<file path="src/rtl/clint_arb_pkg.sv">
// Purpose : shared types and register offsets for the CLINT access arbiter.
// Latency : n/a (types and constants only).
// Backpressure: n/a.
package clint_arb_pkg;

  localparam int unsigned CLINT_ADDR_W = 16;
  localparam int unsigned CLINT_DATA_W = 64;
  localparam int unsigned CLINT_BE_W   = CLINT_DATA_W / 8;

  // Register offsets inside the timer/IPI block
  localparam logic [CLINT_ADDR_W-1:0] MSIP_BASE     = 16'h0000;
  localparam logic [CLINT_ADDR_W-1:0] MTIMECMP_BASE = 16'h4000;
  localparam logic [CLINT_ADDR_W-1:0] MTIME_BASE    = 16'hBFF8;

  typedef enum logic [1:0] {
    IDLE   = 2'd0,
    ACCESS = 2'd1,
    RESP   = 2'd2
  } arb_state_e;

  // One captured request; lock survives past ACCESS so RESP can decide the pointer update.
  typedef struct packed {
    logic                    we;
    logic                    lock;
    logic [CLINT_ADDR_W-1:0] addr;
    logic [CLINT_BE_W-1:0]   be;
    logic [CLINT_DATA_W-1:0] wdata;
  } arb_req_t;

endpackage

</file>
<file path="src/rtl/clint_rr_arbiter.sv">
// Purpose : rotating-priority pick; first valid index at or after ptr, wrapping.
// Latency : combinational.
// Backpressure: none; the caller decides whether the pick is used.
// Ports   : valid[N] in, ptr in (start index), grant[N] one-hot out, idx out, any out.
module clint_rr_arbiter #(
  parameter int unsigned N     = 4,
  parameter int unsigned IDX_W = (N > 1) ? $clog2(N) : 1
) (
  input  logic [N-1:0]     valid,
  input  logic [IDX_W-1:0] ptr,
  output logic [N-1:0]     grant,
  output logic [IDX_W-1:0] idx,
  output logic             any
);

  int unsigned      pos;
  logic [IDX_W-1:0] pos_idx;

  always_comb begin
    grant   = '0;
    idx     = '0;
    any     = 1'b0;
    pos     = 0;
    pos_idx = '0;
    for (int unsigned k = 0; k < N; k++) begin
      pos     = (32'(ptr) + k) % N;
      pos_idx = IDX_W'(pos);
      if (!any && valid[pos_idx]) begin
        any            = 1'b1;
        idx            = pos_idx;
        grant[pos_idx] = 1'b1;
      end
    end
  end

endmodule

</file>
<file path="src/rtl/clint_access_arbiter.sv">
// Purpose : round-robin share of one CLINT register port among NR_REQ requesters, one access in flight.
// Latency : accept T, reg_en_o T+1, rsp_valid_o T+2; at least 3 cycles per access.
// Backpressure: response held until rsp_ready_i of the granted port; no new accept meanwhile.
// Ports   : req_* (valid/ready/we/lock/addr/be/wdata per requester), rsp_* (valid/ready per requester,
//           shared rdata), reg_* (registered strobe/we/addr/be/wdata out, combinational rdata in).
// Option  : CLINT_ARB_LOCK_EN enables grant locking with an idle timeout of LOCK_TIMEOUT cycles.
module clint_access_arbiter
  import clint_arb_pkg::*;
#(
  parameter int unsigned NR_REQ       = 4,
  parameter int unsigned ADDR_WIDTH   = 16,
  parameter int unsigned DATA_WIDTH   = 64,
  parameter int unsigned LOCK_TIMEOUT = 16
) (
  input  logic                                clk_i,
  input  logic                                rst_i,
  input  logic [NR_REQ-1:0]                   req_valid_i,
  output logic [NR_REQ-1:0]                   req_ready_o,
  input  logic [NR_REQ-1:0]                   req_we_i,
  input  logic [NR_REQ-1:0]                   req_lock_i,
  input  logic [NR_REQ-1:0][ADDR_WIDTH-1:0]   req_addr_i,
  input  logic [NR_REQ-1:0][DATA_WIDTH/8-1:0] req_be_i,
  input  logic [NR_REQ-1:0][DATA_WIDTH-1:0]   req_wdata_i,
  output logic [NR_REQ-1:0]                   rsp_valid_o,
  input  logic [NR_REQ-1:0]                   rsp_ready_i,
  output logic [DATA_WIDTH-1:0]               rsp_rdata_o,
  output logic                                reg_en_o,
  output logic                                reg_we_o,
  output logic [ADDR_WIDTH-1:0]               reg_addr_o,
  output logic [DATA_WIDTH/8-1:0]             reg_be_o,
  output logic [DATA_WIDTH-1:0]               reg_wdata_o,
  input  logic [DATA_WIDTH-1:0]               reg_rdata_i
);

  localparam int unsigned IDX_W = $clog2(NR_REQ);

  arb_state_e        state_q, state_d;
  logic [IDX_W-1:0]  rr_ptr_q, winner_q, next_ptr;
  arb_req_t          cap_q;
  logic              reg_en_q;
  logic [DATA_WIDTH-1:0] rdata_q;

  logic [NR_REQ-1:0] arb_valid, pick_grant;
  logic [IDX_W-1:0]  pick_idx;
  logic              pick_any;
  logic              hold_ptr;

  clint_rr_arbiter #(.N(NR_REQ), .IDX_W(IDX_W)) u_rr (
    .valid (arb_valid),
    .ptr   (rr_ptr_q),
    .grant (pick_grant),
    .idx   (pick_idx),
    .any   (pick_any)
  );

`ifdef CLINT_ARB_LOCK_EN
  localparam int unsigned CNT_W = $clog2(LOCK_TIMEOUT + 1);

  logic             lock_vld_q;
  logic [IDX_W-1:0] lock_owner_q;
  logic [CNT_W-1:0] lock_cnt_q;
  logic             lock_idle;

  // While locked only the owner may win, whatever the pointer says.
  assign arb_valid = lock_vld_q ? (req_valid_i & (NR_REQ'(1) << lock_owner_q)) : req_valid_i;
  // The owner finishing a lock=1 access keeps the lock, so the pointer stays put.
  assign hold_ptr  = cap_q.lock;
  assign lock_idle = (state_q == IDLE) && lock_vld_q && !req_valid_i[lock_owner_q];

  always_ff @(posedge clk_i) begin
    if (rst_i) begin
      lock_vld_q   <= 1'b0;
      lock_owner_q <= '0;
      lock_cnt_q   <= '0;
    end else begin
      lock_cnt_q <= lock_idle ? lock_cnt_q + 1'b1 : '0;
      if ((state_q == IDLE) && pick_any && req_lock_i[pick_idx]) begin
        lock_vld_q   <= 1'b1;
        lock_owner_q <= pick_idx;
      end else if ((state_q == RESP) && rsp_ready_i[winner_q] && !cap_q.lock &&
                   lock_vld_q && (lock_owner_q == winner_q)) begin
        lock_vld_q <= 1'b0;
      end else if (lock_idle && (lock_cnt_q == CNT_W'(LOCK_TIMEOUT - 1))) begin
        lock_vld_q <= 1'b0;
        lock_cnt_q <= '0;
      end
    end
  end
`else
  logic unused_lock;

  assign arb_valid   = req_valid_i;
  assign hold_ptr    = 1'b0;
  assign unused_lock = ^{req_lock_i, cap_q.lock};
`endif

  assign next_ptr = (winner_q == IDX_W'(NR_REQ - 1)) ? '0 : winner_q + 1'b1;

  always_comb begin
    state_d     = state_q;
    req_ready_o = '0;
    rsp_valid_o = '0;
    unique case (state_q)
      IDLE: begin
        if (pick_any) begin
          req_ready_o = pick_grant;
          state_d     = ACCESS;
        end
      end
      ACCESS: state_d = RESP;
      RESP: begin
        rsp_valid_o[winner_q] = 1'b1;
        if (rsp_ready_i[winner_q]) state_d = IDLE;
      end
      default: state_d = IDLE;
    endcase
  end

  always_ff @(posedge clk_i) begin
    if (rst_i) begin
      state_q  <= IDLE;
      rr_ptr_q <= '0;
      winner_q <= '0;
      cap_q    <= '0;
      reg_en_q <= 1'b0;
      rdata_q  <= '0;
    end else begin
      state_q <= state_d;
      unique case (state_q)
        IDLE: begin
          if (pick_any) begin
            winner_q <= pick_idx;
            cap_q    <= '{we:    req_we_i[pick_idx],
                          lock:  req_lock_i[pick_idx],
                          addr:  CLINT_ADDR_W'(req_addr_i[pick_idx]),
                          be:    CLINT_BE_W'(req_be_i[pick_idx]),
                          wdata: CLINT_DATA_W'(req_wdata_i[pick_idx])};
            reg_en_q <= 1'b1;
          end
        end
        ACCESS: begin
          // Register port fields are cleared after the strobe cycle; lock is kept for RESP.
          reg_en_q    <= 1'b0;
          rdata_q     <= cap_q.we ? '0 : reg_rdata_i;
          cap_q.we    <= 1'b0;
          cap_q.addr  <= '0;
          cap_q.be    <= '0;
          cap_q.wdata <= '0;
        end
        RESP: begin
          if (rsp_ready_i[winner_q]) begin
            rdata_q <= '0;
            if (!hold_ptr) rr_ptr_q <= next_ptr;
          end
        end
        default: ;
      endcase
    end
  end

  assign reg_en_o    = reg_en_q;
  assign reg_we_o    = cap_q.we;
  assign reg_addr_o  = ADDR_WIDTH'(cap_q.addr);
  assign reg_be_o    = (DATA_WIDTH/8)'(cap_q.be);
  assign reg_wdata_o = DATA_WIDTH'(cap_q.wdata);
  assign rsp_rdata_o = rdata_q;

endmodule

</file>
<file path="config.mk">
export PLATFORM = sky130hd
export DESIGN_NAME = clint_access_arbiter
export DESIGN_NICKNAME = d
export VERILOG_FILES = /design/src/rtl/clint_arb_pkg.sv /design/src/rtl/clint_rr_arbiter.sv /design/src/rtl/clint_access_arbiter.sv
export SDC_FILE = /design/constraint.sdc
export NUM_CORES = 1
export LEC_CHECK = 0
export ABC_AREA = 0
export BUFFER_PORTS_ARGS = -buffer_cell sky130_fd_sc_hd__clkbuf_2
export CORE_AREA = 3 3 229 231
export DETAILED_ROUTE_END_ITERATION = 7
export DIE_AREA = 0 0 232 234
export GPL_TIMING_DRIVEN = 1
export PLACE_DENSITY = 0.41
export SLEW_MARGIN = 15
export SYNTH_ARGS = -nofsm -noshare
export SYNTH_HDL_FRONTEND = slang
export SYNTH_SLANG_ARGS = --single-unit
</file>
<file path="constraint.sdc">
create_clock -name clk_i -period 4.4 [get_ports clk_i]
set_input_delay 0.22 -clock clk_i [delete_from_list [all_inputs] [get_ports clk_i]]
set_output_delay 0.22 -clock clk_i [all_outputs]
set_load 0.02 [all_outputs]
</file>
==> reports/results.tsv, run 1 <==
stage	metric	value	unit
timing	timing.slew.headroom	0.278	
final_layout	final_cell_area	0.0130	mm²
floorplan	fp.dieW	232	µm
setup_path	r2r_cells	10	
route	drtIter0Drc	394	
synthesis	syn_nets	1271	
placement	dp_hpwl	28400	µm
placement	place_area	0.0118	mm²
synthesis	ys_ff_latch	160	
floorplan	die_h	234	µm
power_and_ir_drop	leakagePower	6.67	nW
setup_path	slowest_delay	530	ps
hold_path	min_to	rsp_rdata_o[32]	
floorplan	ioPinCount	596	
timing	slew_violations	0	
global_route	grt_pass1_vias	8783	
final_layout	layout_common_cells	clkbuf_2, mux2i_1, dfxtp_1	
clock_network	root_buffer	clkbuf_16	
setup_path	crit_path_top_delay_cell	buf_12	
hold_path	hp-start	reg_rdata_i[32]	
power_and_ir_drop	power_switching_share	0.339	
global_route	antenna_found_initial	0	
setup_path	worstSetupPathType	flip-flop to flip-flop	
synthesis	syn_avg_cell_area	9.84	µm²
synthesis	ys.warnings.count	0	
clock_network	cts_htree_levels	4	
power_and_ir_drop	power_density	362	mW/mm²
final_layout	layout_commonest_cell	clkbuf_2	
power_and_ir_drop	p_clk_frac	0.332	
final_layout	synthToLayoutAreaGrowth	60.0	%
final_layout	final-instance-count-excl-fill	2126	
final_layout	drive_above_1_share	0.465	
placement	port_buffers	591	
synthesis	synth_edf_count	0	
floorplan	initial_core_util	0.162	
placement	dp_cells	2030	
setup_path	cp-end-kind	flip-flop	
setup_path	rr_startpoint	rr_ptr_q[1]	
global_route	grt_pass1_wl	52100	µm
route	wl	36400	µm
hold_path	hold_path_class	primary input to flip-flop	
floorplan	die-area	0.0543	mm²
setup_path	cp-start-kind	flip-flop	
clock_network	clk_latency	470	ps
global_route	grt_start_max_net_pins	100	
power_and_ir_drop	share_comb_of_total_power	0.303	
setup_path	crit_path_start	rr_ptr_q[1]	
setup_path	r2r_setup_slack	740	ps
synthesis	ys_seq_area_frac	0.394	
timing	max_freq	273	MHz
floorplan	coreArea	0.0503	mm²
synthesis	synth.distinct_cells	40	
global_route	grt.overflow.total	0	
timing	clock_skew	12.2	ps
run_status	outcome	finished clean	
setup_path	cp_data_arrival_time	3970	ps
route	drt-pass1-iter-count	4	
clock_network	path_clk_slew	80	ps
route	viasPerCell	4.19	
setup_path	r2r_end	reg_be_o[7]	
setup_path	cp_cell_sequence	buf_4 > inv_1 > ha_1 > mux4_2 > nand2b_1 > a21oi_2 > nor2_4 > buf_12 > mux2i_1 > o221ai_1	
synthesis	postSynthCellCount	825	
timing	tightestPinTransition	1080	ps
clock_network	cts.sink_count	160	
timing	whs	60.5	ps
final_layout	nets	1886	
route	via_count	8910	
timing	rsz0062_at_grt	false	
power_and_ir_drop	p_sw	1.59	mW
route	drc	0	
route	ant_nets	0	
synthesis	async_flop_share	0	
synthesis	yosysTopAreaCellShare	0.394	
setup_path	worst-path-max-fanout	99	
clock_network	cts_buffer_depth	2	
hold_path	whs_path_depth	3	
clock_network	cts_buffers	17	
timing	fin_crit	3660	ps
floorplan	rows	82	
timing	hold_violations	0	
job	drv_cap	0	
route	wl_per_cell	17.1	µm
placement	place.gp.congestion	0.809	
power_and_ir_drop	p_int	3.10	mW
power_and_ir_drop	power_frac_seq	0.365	
timing	fin_tns_setup	0	ps
global_route	grt_usage	0.127	
timing	fin_crit_sh	0.832	
synthesis	synthTopCellsByArea	dfxtp_1, mux2i_1, o221ai_1, a22oi_1, nand2_1	
synthesis	ys.flop_type	dfxtp_1	
synthesis	synth_top_area_cell	dfxtp_1	
clock_network	cts_tree	yes	
power_and_ir_drop	max-vdd-ir-drop	223	µV
synthesis	syn-cell-area	0.00812	mm²
setup_path	crit_required	4710	ps
final_layout	utilization	0.258	
timing	setup_violations	0	
## cell families (layout without fill, tap and decap cells)
kind of cell               Yosys count  count (layout)  synth area share
AOI/OAI and AO/OA                  178             178             0.193
and+or+nand+nor                    206             206             0.104
muxes                              188             188             0.240
DFF                                160             160             0.394
adders and majority gates           12              12            0.0185
other                                0               1                 0
buffers and inverters               81             709            0.0505
## synthesized netlist by cell type, drive strengths merged, types with 2 or more instances
cell type / number
inv: 7
nand2: 109
a211oi: 2
nand2b: 5
nor3: 4
buf: 36
mux2i: 181
a22oi: 64
o221ai: 88
ha: 12
o21ai: 4
nor4: 2
nor2b: 2
a21oi: 13
nor2: 70
clkbuf: 38
and2: 4
nand3: 5
dfxtp: 160
mux4: 4
mux2: 3
## flip-flops by register name, indices dropped and copies added (netlist names)
| register | count |
|---|---|
| reg_addr_o | 16 |
| reg_be_o | 8 |
| reg_en_o | 1 |
| reg_wdata_o | 64 |
| reg_we_o | 1 |
| rr_ptr_q | 2 |
| rsp_rdata_o | 64 |
| state_q | 2 |
| winner_q | 2 |
## per-layer routing
layer / part of all wire / vias to the layer above / GRT usage
met2: 0.53 / 330 / 0.223
li1: - / 4312 / -
met4: 0.026 / 0 / 0.0509
met5: 0 / - / 0
met3: 0.056 / 52 / 0.0316
met1: 0.39 / 4216 / 0.149
## worst max path at each step
stage	end	slack [ps]
floorplan	reg_addr_o[0]	1470
global placement	reg_wdata_o[37]	730
detailed placement	reg_wdata_o[37]	670
CTS	reg_wdata_o[37]	650
global route	reg_wdata_o[55]	510
finish	reg_be_o[7]	740
## through the flow
step                      setup slack, ps  power (mW)
after floorplan                      1470        2.56
after global placement                734        3.14
after detailed placement              668        3.14
after CTS                             653        4.79
after global routing                  513        4.95
final                                 741        4.70
## timing repair
item                                   4_1_cts  5_1_grt
hold buffers                                63        0
buffers inserted                             0        0
endpoints found under the hold margin       64        0
resized for setup                            0        0
## worst max-delay path, delay by kind of cell (launching register included)
family / cells / cell delay (ps)
adders and majority gates: 1 / 400
and+or+nand+nor: 2 / 650
DFF: 1 / 300
AOI/OAI and AO/OA: 2 / 230
buffers and inverters: 3 / 930
muxes: 2 / 850
## final cells by class
cell class	instances	area (µm²)
Fill cell	5495	37300
Multi-Input combinational cell	584	4550
Timing Repair Buffer	670	3770
Sequential cell	160	3200
Tap cell	672	841
Clock buffer	21	470
Clock inverter	11	128
Inverter	7	26.3
Antenna cell	1	2.50
## power by group through the flow
stage / clock [mW] / sequential, mW / combinational (mW)
after detailed placement: 0 / 1.74 / 1.40
after global placement: 0 / 1.74 / 1.40
after floorplan: 0 / 1.92 / 0.645
final: 1.56 / 1.71 / 1.42
after CTS: 1.63 / 1.71 / 1.45
after global routing: 1.68 / 1.73 / 1.54
Note: power is estimated with default switching activity, not from simulation.
==> run 2: changes to the inputs <==
Settings changed: PLACE_DENSITY 0.41 to 0.42.
Clock period 4.4 ns to 3.1 ns, I/O delays scaled along.
==> run 2 against run 1 <==
Compared with the run above:
- non-clock buffer count rose by 310
- total power rose by 52%
- clock power grew 48%
- critical path depth shrank 2
- cell count grew 15%
- register-to-register slack got worse by 550 ps
- clock skew grew 1.6 ps
- first-iteration DRC count up 47%
- critical path type unchanged
- critical endpoint is now reg_wdata_o[12]
==> reports/results.tsv, run 2 (synthesis gave the netlist of run 1 again) <==
stage	metric	value	unit	change
hold_path	hold_path_class	primary input to flip-flop		
setup_path	worst-path-max-fanout	24		-76%
timing	clock_skew	13.8	ps	+1.61 ps
setup_path	crit_required	3430	ps	-1280 ps
power_and_ir_drop	leakagePower	8.01	nW	+20%
timing	slew_violations	0		unchanged
floorplan	die_h	234	µm	unchanged
final_layout	diodes	0		-1
final_layout	layout_common_cells	clkbuf_2, dlygate4sd3_1, mux2i_1		
setup_path	slowest_delay	590	ps	+60 ps
setup_path	r2r_end	reg_wdata_o[12]		
final_layout	drive_above_1_share	0.395		-0.0705
setup_path	r2r_cells	8		-2
setup_path	worstSetupPathType	flip-flop to flip-flop		
timing	fin_crit_sh	0.938		+0.107
route	ant_nets	0		unchanged
floorplan	coreArea	0.0503	mm²	unchanged
route	viasPerCell	4.25		+1.4%
timing	max_freq	344	MHz	+26%
global_route	grt.overflow.total	0		unchanged
setup_path	crit_path_top_delay_cell	mux4_2		
floorplan	initial_core_util	0.162		unchanged
floorplan	fp.dieW	232	µm	unchanged
placement	dp_hpwl	29000	µm	+2.2%
setup_path	rr_startpoint	rr_ptr_q[0]		
hold_path	hp-start	req_addr_i[55]		
route	drt-pass1-iter-count	4		unchanged
timing	hold_violations	0		unchanged
timing	tightestPinTransition	809	ps	-271 ps
floorplan	ioPinCount	596		unchanged
global_route	antenna_found_initial	0		unchanged
route	wl_per_cell	17.4	µm	+1.8%
route	via_count	10300		+16%
power_and_ir_drop	max-vdd-ir-drop	383	µV	+72%
clock_network	root_buffer	clkbuf_16		
route	drc	0		unchanged
setup_path	cp-start-kind	flip-flop		
route	drtIter0Drc	578		+47%
timing	rsz0062_at_grt	false		
timing	timing.slew.headroom	0.461		+0.182
setup_path	cp_cell_sequence	buf_4 > mux4_2 > a2111oi_4 > nor2_4 > buf_12 > mux2i_1 > dlygate4sd3_1 > o221ai_1		
clock_network	cts_tree	yes		
clock_network	cts_htree_levels	4		unchanged
setup_path	endpoint	reg_wdata_o[12]		
global_route	grt_pass1_vias	10900		+24%
timing	fin_tns_setup	0	ps	unchanged
global_route	grt_start_max_net_pins	72		-28%
setup_path	cp_data_arrival_time	3240	ps	-730 ps
power_and_ir_drop	power_density	444	mW/mm²	+23%
job	drv_cap	0		unchanged
clock_network	clk_latency	480	ps	about the same
hold_path	whs_path_depth	3		unchanged
power_and_ir_drop	power	7.16	mW	+52%
placement	place.gp.congestion	0.874		+8.0%
timing	fin_ws	191	ps	-550 ps
floorplan	rows	82		unchanged
floorplan	die-area	0.0543	mm²	unchanged
timing	fin_crit	2910	ps	-750 ps
clock_network	cts.sink_count	160		unchanged
placement	place_ws	225	ps	-443 ps
timing	setup_violations	0		unchanged
clock_network	path_clk_slew	70	ps	about the same
global_route	grt_pass1_wl	61000	µm	+17%
clock_network	cts_buffers	17		unchanged
route	wl	42400	µm	+17%
clock_network	cts_buffer_depth	2		unchanged
placement	port_buffers	591		unchanged
final_layout	layout_commonest_cell	clkbuf_2		
global_route	grt_usage	0.146		+0.0189
setup_path	cp-end-kind	flip-flop		
final_layout	synthToLayoutAreaGrowth	98.4	%	
run_status	outcome	finished clean		
final_layout	nets	2196		+16%
setup_path	crit_path_start	rr_ptr_q[0]		
setup_path	r2r_setup_slack	190	ps	-550 ps
## run 2: cell types whose count changed in the layout (fill, tap and decap cells not counted), sizes merged
cell,before,now
buf,16,32
dlygate4sd3,63,355
clkinvlp,3,1
clkinv,4,1
inv,9,17
clkbuf,612,611
diode,1,0
## run 2: worst min-delay path by stage
stage | end
after global routing | reg_addr_o[7]
after detailed placement | rsp_rdata_o[22]
after CTS | reg_addr_o[12]
after floorplan | rsp_rdata_o[18]
final | reg_addr_o[7]
after global placement | rsp_rdata_o[9]
## run 2: stage by stage
| step | area (µm²) | hold WS [ps] | util | instances |
|---|---|---|---|---|
| floorplan | 8120 | 307 | - | 825 |
| global placement | 11900 | 399 | 0.236 | 2042 |
| detailed placement | 11900 | 404 | 0.236 | 2042 |
| CTS | 16000 | 0.192 | 0.319 | 2429 |
| global route | 16100 | 7.04 | 0.320 | 2435 |
| finish | 16100 | 37.6 | 0.320 | 2435 |
## run 2: what timing repair did
action / 4_1_cts / 5_1_grt
hold endpoints to repair: 150 / 0
hold buffers: 355 / 0
buffers inserted: 0 / 4
endpoints found under the setup margin: 0 / 4
resized for setup: 0 / 2
## run 2: critical path, delay by kind of cell (launching register included)
kind | cells | cell delay [ps]
AO/OA/AOI/OAI | 2 | 560
buffers and inverters | 3 | 970
flip-flops | 1 | 330
multiplexers | 2 | 750
AND/OR/NAND/NOR | 1 | 130
## run 2: metal layers
| layer | vias up | routed length (µm) | GRT usage |
|---|---|---|---|
| li1 | 4938 | - | - |
| met4 | 0 | 1730 | 0.0796 |
| met2 | 420 | 21500 | 0.252 |
| met3 | 98 | 2640 | 0.0436 |
| met5 | - | 0 | 0 |
| met1 | 4891 | 16500 | 0.162 |
## run 2: layout make-up
class | instances | area [µm²]
well taps | 672 | 841
repair buffers | 980 | 6870
clock inverters | 14 | 184
clock buffers | 18 | 439
fillers | 5152 | 34200
flip-flops and latches | 160 | 3200
inverters | 7 | 26.3
multi-input cells | 584 | 4550
## run 2: power by group
| group | switching, mW | internal, mW | total, mW |
|---|---|---|---|
| Combinational | 1.27 | 1.14 | 2.41 |
| Sequential | 0.150 | 2.29 | 2.44 |
| Clock | 1.05 | 1.25 | 2.31 |
| Total | 2.48 | 4.68 | 7.16 |
==> run 3: changes to the inputs <==
Settings changed: REMOVE_ABC_BUFFERS set to 1, SKIP_CTS_REPAIR_TIMING set to 1.
==> run 3 against run 2 <==
Compared with the run above:
- the flow now finishes with violations (negative hold slack)
- wire length is 10% lower
- count of clock-buffer cells in the layout stayed put
- sequential cell count stayed put
- core utilization down 3.9 points
- die area is the same
- first-iteration DRC count down 30%
- worst hold slack got worse by 60 ps
- final area is 12% lower
- register-to-register slack better by 60 ps
- cell count fell by 7.9%
- combinational power shrank 10%
- clock power about the same
- critical path type unchanged
- highest routed layer is now met5
==> reports/results.tsv, run 3 (synthesis gave the netlist of run 1 again) <==
stage	metric	value	unit	change
run_status	outcome	finished with violations		
run_status	violations	negative hold slack		
setup_path	cp_cell_sequence	inv_1 > ha_1 > mux4_2 > nand2b_1 > a21oi_2 > nor2_4 > buf_12 > buf_4 > mux2i_1 > o221ai_2		
route	via_count	9362		-9.5%
timing	timing.slew.headroom	0.436		-0.0250
hold_path	min_to	reg_wdata_o[32]		
power_and_ir_drop	leakagePower	7.18	nW	-10%
setup_path	r2r_setup_slack	250	ps	+60 ps
hold_path	hp-start	req_wdata_i[224]		
timing	fin_ws	247	ps	+55.7 ps
final_layout	synthToLayoutAreaGrowth	74.4	%	
timing	tightestPinTransition	845	ps	+35.5 ps
setup_path	rr_startpoint	rr_ptr_q[0]		
power_and_ir_drop	p_clk_frac	0.337		+0.015
placement	dp_hpwl	28300	µm	-2.5%
power_and_ir_drop	share_comb_of_total_power	0.312		-0.025
setup_path	cp_data_arrival_time	3190	ps	-50 ps
global_route	grt_pass1_wl	51800	µm	-15%
route	route.met2.wl	19800	µm	-7.9%
clock_network	clk_latency	480	ps	about the same
setup_path	cp-start-kind	flip-flop		
power_and_ir_drop	p_int	4.55	mW	-2.7%
route	wl_per_cell	17.0	µm	-2.6%
final_layout	drive_above_1_share	0.440		+0.0450
setup_path	critPathBufInv	3		unchanged
clock_network	cts_tree	yes		
timing	fin_crit	2850	ps	-55.7 ps
clock_network	cts_buffers	17		unchanged
floorplan	initial_core_util	0.162		unchanged
floorplan	ioPinCount	596		unchanged
timing	max_freq	350	MHz	+2.0%
timing	slew_violations	0		unchanged
power_and_ir_drop	max-vdd-ir-drop	335	µV	-12%
hold_path	whs_path_depth	3		unchanged
timing	setup_violations	0		unchanged
hold_path	hold_path_class	primary input to flip-flop		
placement	place_area	0.0119	mm²	about the same
clock_network	cts.sink_count	160		unchanged
timing	rsz0062_at_grt	false		
final_layout	final_cell_area	0.0142	mm²	-12%
job	drv_cap	0		unchanged
route	wl	38000	µm	-10%
route	drt-pass1-iter-count	5		+1
global_route	grt_usage	0.128		-0.0188
setup_path	cp-end-kind	flip-flop		
clock_network	cts_htree_levels	4		unchanged
global_route	antenna_found_initial	2		+2
final_layout	layout_common_cells	clkbuf_2, mux2i_1, dlygate4sd3_1		
timing	fin_tns_setup	0	ps	unchanged
power_and_ir_drop	power_density	489	mW/mm²	+10%
route	ant_nets	0		unchanged
setup_path	crit_path_top_delay_cell	mux4_2		
setup_path	r2r_end	reg_addr_o[1]		
route	viasPerCell	4.18		-1.7%
floorplan	die-area	0.0543	mm²	unchanged
timing	fin_crit_sh	0.920		-0.0180
timing	whs	-22.9	ps	-60.5 ps
final_layout	final-instance-count-excl-fill	2242		-7.9%
clock_network	cts_buffer_depth	2		unchanged
power_and_ir_drop	p_sw	2.37	mW	-4.2%
clock_network	root_buffer	clkbuf_16		
clock_network	path_clk_slew	70	ps	about the same
route	wl_met3	2320	µm	-12%
placement	dp_cells	2043		+0.049%
setup_path	slowest_delay	600	ps	about the same
global_route	grt_pass1_vias	8618		-21%
route	drtIter0Drc	406		-30%
placement	place_ws	237	ps	+12.2 ps
power_and_ir_drop	power_switching_share	0.342		-0.00365
placement	port_buffers	591		unchanged
timing	hold_violations	10		+10
floorplan	die_h	234	µm	unchanged
global_route	grt.overflow.total	0		unchanged
setup_path	crit_required	3440	ps	about the same
setup_path	worst-path-max-fanout	44		+83%
setup_path	crit_family	multiplexers		
final_layout	layout_commonest_cell	clkbuf_2		
route	top_layer	met5		
route	drc	0		unchanged
setup_path	worstSetupPathType	flip-flop to flip-flop		
power_and_ir_drop	power_frac_seq	0.350		+0.009
floorplan	rows	82		unchanged
global_route	grt_start_max_net_pins	90		+25%
final_layout	nets	2002		-8.8%
setup_path	r2r_cells	10		+2
timing	clock_skew	19.7	ps	+5.86 ps
placement	place.gp.congestion	0.813		-7.0%
route	wl_met1	15200	µm	-8.3%
floorplan	coreArea	0.0503	mm²	unchanged
floorplan	fp.dieW	232	µm	unchanged
[run 3: cell count changes in the layout (fill, tap and decap cells not counted), sizes merged]
cell         previous run  this run
buf                    32        29
dlygate4sd3           355       166
bufinv                  2         3
clkbuf                611       609
clkinvlp                1         0
inv                    17        13
clkinv                  1         5
diode                   0         1
[run 3: area by class of cell]
| class | instances | area [µm²] |
|---|---|---|
| Sequential cell | 160 | 3200 |
| Antenna cell | 1 | 2.50 |
| Timing Repair Buffer | 786 | 4910 |
| Clock buffer | 18 | 429 |
| Fill cell | 5435 | 36100 |
| Inverter | 7 | 26.3 |
| Multi-Input combinational cell | 584 | 4550 |
| Clock inverter | 14 | 198 |
| Tap cell | 672 | 841 |
[run 3: power groups by stage]
| stage | Combinational (mW) | Sequential (mW) | Clock (mW) |
|---|---|---|---|
| finish | 2.16 | 2.43 | 2.34 |
| CTS | 2.02 | 2.43 | 2.45 |
| global placement | 2.00 | 2.47 | 0 |
| floorplan | 0.908 | 2.73 | 0 |
| global route | 2.33 | 2.45 | 2.51 |
| detailed placement | 2.02 | 2.47 | 0 |
[run 3: worst max path at each step]
stage                startpoint               to  cells after the start
floorplan           rr_ptr_q[0]   reg_addr_o[14]                      8
global placement    rr_ptr_q[0]    reg_addr_o[3]                     10
CTS                 rr_ptr_q[0]   req_ready_o[3]                      9
detailed placement  rr_ptr_q[0]    reg_addr_o[1]                     10
finish              rr_ptr_q[0]    reg_addr_o[1]                     10
global route        rr_ptr_q[0]  reg_wdata_o[11]                     10
[run 3: metrics by stage]
step	hold WS (ps)	total power, mW	util
after global routing	-6.64	7.29	0.282
after global placement	403	4.47	0.236
after floorplan	224	3.64	-
after CTS	-133	6.89	0.249
final	-22.9	6.93	0.282
after detailed placement	410	4.48	0.236
[run 3: worst register-to-register path, stage by stage, from the launching register on]
cell and delay (ps):
dfxtp_1 330, inv_1 60, ha_1 310, mux4_2 600
nand2b_1 210, a21oi_2 220, nor2_4 110, buf_12 200
buf_4 320, mux2i_1 210, o221ai_2 130
[run 3: routing by layer]
metal / global-route usage / vias up
li1: - / 4549
met1: 0.148 / 4443
met2: 0.222 / 332
met3: 0.0366 / 36
met4: 0.0500 / 2
met5: 0 / -
